[src/rtl/day3_lobby_k.sv]
// day3_lobby_k: streaming max-joltage selector.
// For each bank of decimal digits it selects K digits, keeping their original order, so that
// they form the largest K-digit number. It emits one result per bank and keeps a running total.
//
// Ports
//   clock        rising-edge clock
//   reset        synchronous, active-high
//   digit_valid  digit/last are valid this cycle (always accepted)
//   digit        decimal digit 0..9; values above 9 are dropped and flagged
//   last         with digit_valid: this digit closes the current bank
//   finish       end of input; no more banks follow
//   bank_valid   1-cycle pulse: bank_result/short_bank are valid
//   bank_result  largest K-digit value of the bank just closed (0 when short)
//   short_bank   with bank_valid: the bank had fewer than K digits
//   bad_digit    sticky: a digit above 9 was received
//   total        running sum of bank results, wraps modulo 2^SUM_W
//   done_        sticky: finish seen and the final bank_valid has been issued
module day3_lobby_k #(
    parameter int unsigned K        = 12,
    parameter int unsigned RESULT_W = 40,
    parameter int unsigned SUM_W    = 48
) (
    input  logic                clock,
    input  logic                reset,
    input  logic                digit_valid,
    input  logic [3:0]          digit,
    input  logic                last,
    input  logic                finish,
    output logic                bank_valid,
    output logic [RESULT_W-1:0] bank_result,
    output logic                short_bank,
    output logic                bad_digit,
    output logic [SUM_W-1:0]    total,
    output logic                done_
);

    localparam int unsigned CntW = $clog2(K + 1);

    // best_q[k] is the largest k-digit subsequence seen so far; entry 0 stays at zero.
    logic [RESULT_W-1:0] best_q [0:K];
    logic [RESULT_W-1:0] best_d [0:K];
    logic [CntW-1:0]     cnt_q, cnt_d;

    logic                bank_valid_q;
    logic [RESULT_W-1:0] bank_result_q;
    logic                short_q;
    logic                bad_q;
    logic [SUM_W-1:0]    total_q;
    logic                done_q;

    logic                accept;
    logic                good;
    logic                close;
    logic                full;
    logic [RESULT_W-1:0] cand;
    logic [RESULT_W-1:0] result;

    always_comb begin
        best_d = best_q;
        cnt_d  = cnt_q;
        cand   = '0;
        // Input is ignored entirely once done_ is up.
        accept = digit_valid && !done_q;
        good   = accept && (digit <= 4'd9);
        close  = accept && last;

        if (good) begin
            // Every length k is updated from the old values of length k-1 and k.
            for (int k = 1; k <= K; k++) begin
                cand = best_q[k-1] * RESULT_W'(10) + RESULT_W'(digit);
                if (int'(cnt_q) >= k) begin
                    best_d[k] = (cand > best_q[k]) ? cand : best_q[k];
                end else if (int'(cnt_q) >= k - 1) begin
                    best_d[k] = cand;
                end
            end
            if (cnt_q != CntW'(K)) begin
                cnt_d = cnt_q + CntW'(1);
            end
        end

        full   = (cnt_d == CntW'(K));
        result = full ? best_d[K] : '0;
    end

    always_ff @(posedge clock) begin
        if (reset) begin
            for (int k = 0; k <= K; k++) begin
                best_q[k] <= '0;
            end
            cnt_q         <= '0;
            bank_valid_q  <= 1'b0;
            bank_result_q <= '0;
            short_q       <= 1'b0;
            bad_q         <= 1'b0;
            total_q       <= '0;
            done_q        <= 1'b0;
        end else begin
            // A close or finish starts a fresh bank; an unterminated bank at finish is dropped.
            if (close || finish) begin
                for (int k = 0; k <= K; k++) begin
                    best_q[k] <= '0;
                end
                cnt_q <= '0;
            end else begin
                best_q <= best_d;
                cnt_q  <= cnt_d;
            end

            bank_valid_q <= close;
            if (close) begin
                bank_result_q <= result;
                short_q       <= !full;
                total_q       <= total_q + SUM_W'(result);
            end

            if (accept && !good) begin
                bad_q <= 1'b1;
            end
            if (finish) begin
                done_q <= 1'b1;
            end
        end
    end

    assign bank_valid  = bank_valid_q;
    assign bank_result = bank_result_q;
    assign short_bank  = short_q;
    assign bad_digit   = bad_q;
    assign total       = total_q;
    assign done_       = done_q;

endmodule
[config.mk]
export PLATFORM = sky130hd
export DESIGN_NAME = day3_lobby_k
export DESIGN_NICKNAME = d
export VERILOG_FILES = /design/src/rtl/day3_lobby_k.sv
export SDC_FILE = /design/constraint.sdc
export NUM_CORES = 2
export LEC_CHECK = 0
export CAP_MARGIN = 20
export CORE_MARGIN = 2
export CORE_UTILIZATION = 60
export DETAILED_ROUTE_END_ITERATION = 8
export HOLD_SLACK_MARGIN = 0.03
export PLACE_DENSITY = 0.77
export SETUP_SLACK_MARGIN = 0.05
export SLEW_MARGIN = 15
export SYNTH_ARGS = -nofsm -noshare
export SYNTH_HDL_FRONTEND = slang
export SYNTH_SLANG_ARGS = --single-unit
[constraint.sdc]
create_clock -name clock -period 12.5 [get_ports clock]
set_input_delay 1.875 -clock clock [delete_from_list [all_inputs] [get_ports clock]]
set_output_delay 1.875 -clock clock [all_outputs]
set_load 0.02 [all_outputs]
==> run summary <==
The number of library cell types mapped by synthesis came out at 100. Entering global routing, the biggest net connects 203 pins. After clock tree synthesis, the setup repair step added 0 buffers. Clock-pin slew was measured on the worst setup and hold paths at 0.06 ns.

The number of sinks handled by clock tree synthesis came out at 428. The final layout contains routed wiring with a total length of 125000 microns. The area used by sequential logic in the layout came out at 8570 sq um.

Setup repair after global routing left no endpoint under its margin. For hold timing, the worst endpoint is bank_result[15]. The core outline area came out at 80800 sq um.

The flow ran to the end, and the final reports show no timing, DRC or antenna violations. The worst slack at placement is 1.37 ns. The number of flops mapped to enable cells by yosys came out at 0. TritonCTS created 52 clock buffers. Across the run, the number of max-cap violations was 0. The maximum frequency from static timing analysis is 0.0947 GHz. The count of antenna diodes in the layout came out at 0. The number of top-level pins is 101.

On the worst path, the slowest cell contributes a delay of 0.75 ns. Once detailed placement completed, the half-perimeter wirelength came to 98800 microns. The wire length per cell is 17.1 microns. The sum of overflow across all layers after global routing came out at 0. The area growth from synthesis to layout came out at 7.75%. Fill cells in the final layout number 7046. The number of cells on the worst hold path came out at 2. Of all nets on the critical path, the largest fanout is 26.

The maximum clock path buffer count came out at 3. The number of nets in the layout is 7201. The required time of the critical path is 13.00 ns. The number of buffers added to fix hold violations after cts is 0.

The H-tree depth reported by CTS is 2. The critical path launch point type is an input port. The minimum clock period after layout is 10.56 ns.

The count of port buffers added during placement came out at 100. The pin slew with the least headroom to its limit came out at 1.10 ns. The final worst-path cycle share is 84.4%.

The clock tree root driver cell is clkbuf_16. The number of antenna violations at the first check in global routing is 2. The overall routing resource usage came out at 28.8%. The number of slew-limit violations in the final report came out at 0. The insertion delay to the later sink of the worst-skew pair came out at 0.65 ns. The global-route wire length before repair came out at 207000 microns. The number of cells on the worst reg-to-reg path came out at 39. Counting stages on the worst path, the most repeated cell is o21ai_0. The post-synthesis cell area is 49100 sq um.

In this run the most critical hold path is launched from bank_result[15]. The post-synthesis sequential element count came out at 428. The total die area is 84200 sq um. The first-pass detailed-route iteration total came out at 6. Dividing total power by cell area gives a power density of 59.1 nW/um^2. The final count of hold timing violations was 0.

The die is 290 microns tall. In this run the critical register-to-register path is launched from best_q[41]. The antenna violation net count after detailed routing is 0. The die extent in x is 290 microns. The sequential element share of the synthesized area came out at 17.4%.

The number of rows created at floorplan is 104. The final count of negative-setup-slack endpoints is 0. On the final layout, the worst clock skew is 0.0353 ns. TritonCTS built the clock tree. In this run, the number of DRC markers left after iteration 0 of detailed routing was 2544. At the worst endpoint, the arrival time is 11.06 ns. The worst register-to-register path ends at total[46]. The setup path with the least slack is of type in2reg. Routability-driven placement finished with a final weighted congestion of 0.929.

The register-to-register setup slack is 2.08 ns. The largest voltage drop on the vdd net is 0.117 mV. The number of gates resized after CTS was 0. The DRC violation count after routing is 0.

Synthesis produced a netlist whose cell count is 6234. The slowest stage of the critical path belongs to the cell clkdlybuf4s50_1. The share of flip-flops with an asynchronous set or reset after synthesis is 0%. The min-delay analysis places its worst path in the category reg2reg. In the final layout, the multi-input gates occupy 38100 sq um. The leakage power figure came out at 24.6 nW. Among all flip-flop cells after synthesis, the most frequent one is dfxtp_1. The routed via count came out at 44507. The number of global-route vias before repair came out at 42907.

Of the cells placed in the final design, the portion with a size suffix greater than 1 is 3.07%. The slack of the critical path is 1.94 ns. The count of warnings emitted by yosys is 0. In this run the tightest slew margin relative to its limit is 26.6%. The via-per-instance ratio is 6.06. After synthesis, the mean cell area works out to 7.88 sq um.

Adding up every negative setup slack in the final design gives 0 ns. The critical path capture point type is a register. The effective utilization at floorplan came out at 60.8%.
## report_power, final
group | switching [mW] | internal, mW
combinational | 0.0877 | 0.0401
clock | 0.683 | 0.945
sequential | 0.00339 | 1.37
## metrics by stage
step                      cells  hold slack, ns  power, mW  util (%)  cell area [sq um]
after floorplan            6239           0.436       1.48         -              49100
after global placement     7241           0.433       1.52      63.2              51000
after detailed placement   7241           0.452       1.52      63.2              51000
after CTS                  7338           0.465       3.14      65.4              52900
after global routing       7340           0.487       3.21      65.5              52900
final                      7340           0.460       3.13      65.5              52900
## area by class of cell
class,instances,share of cell area [%]
clock inverter,30,0.735
timing repair buffer,130,2.38
tap,1060,2.51
inverter,484,3.43
multi-input combinational,5141,72.0
sequential,428,16.2
clock buffer,67,2.72
## cell usage after synthesis, drive strengths merged, types with 161 or more instances
library cell  count  share of area [%]
inv             484                3.7
nor2            645                4.9
o21ai           301                3.1
mux2i           187                3.8
xnor2           329                5.9
a21o            182                2.8
nand2           400                3.1
a21oi           433                4.4
a211oi          161                2.5
ha              932                 24
dfxtp           428                 17
xor2            180                3.2
## critical path: cells and delay by family
kind	cells	cell delay (ns)
xor gates and xnor gates	2	0.41
muxes	1	0.23
and+or+nand+nor	20	3.96
adders and majority gates	4	1.19
buffers and inverters	2	0.83
AOI/OAI and AO/OA	10	2.53
## state kept, by name, summed over array words and instances, names as in the netlist
name / flops
done_: 1
bank_result: 40
best_q: 332
bad_digit: 1
cnt_q: 4
bank_valid: 1
short_bank: 1
total: 48
## placed cells by master (no fill, tap or decap), types with 31 or more instances in the layout
| cell | count |
|---|---|
| and3_1 | 67 |
| o21ai_0 | 296 |
| and2_1 | 40 |
| ha_1 | 932 |
| o211ai_1 | 31 |
| nand4_1 | 121 |
| o21bai_1 | 40 |
| inv_1 | 483 |
| nand2_1 | 399 |
| a21o_1 | 182 |
| nand3_1 | 155 |
| clkbuf_16 | 52 |
| xor2_1 | 180 |
| dfxtp_1 | 428 |
| nand2b_1 | 53 |
| or3_1 | 36 |
| a211oi_1 | 160 |
| mux2i_1 | 187 |
| nor2_1 | 643 |
| clkdlybuf4s50_1 | 98 |
| a31oi_1 | 33 |
| a21oi_1 | 431 |
| nor2b_1 | 89 |
| nor4_1 | 54 |
| xnor2_1 | 328 |
| o21a_1 | 69 |
| nor3_1 | 152 |
## worst max path at each step
stage / from / to / slack (ns) / cells past startpoint
2_1_floorplan: digit[1] / total[45] / 3.45 / 40
3_3_place_gp: digit[1] / total[41] / 1.52 / 38
3_5_place_dp: digit[1] / total[47] / 1.37 / 40
4_1_cts: digit[1] / total[45] / 2.03 / 40
5_1_grt: digit[1] / total[46] / 1.06 / 41
6_report: digit[1] / total[46] / 1.94 / 39
## cells by family (layout without fill, tap and decap cells)
group           after synthesis  after routing  synth area share, %
xor+xnor                    509            509                 9.09
flops                       428            428                 17.4
mux                         194            194                 3.97
other cells                   1              6              0.00764
compound gates             1514           1514                 20.1
fa+ha+maj                   955            955                 24.7
buf+inv                     670            711                 5.19
simple gates               1963           1963                 19.5
## per-layer routing
metal | track usage, % | share of wire, % | up-vias | wire length (microns)
met5 | 0 | 0 | - | 0
met4 | 10.2 | 3.5 | 0 | 4380
met3 | 3.39 | 3.7 | 258 | 4620
met2 | 52.8 | 50 | 796 | 62100
met1 | 34.5 | 43 | 20935 | 54100
li1 | - | - | 22518 | -
Power figures use the tool's default switching activity.
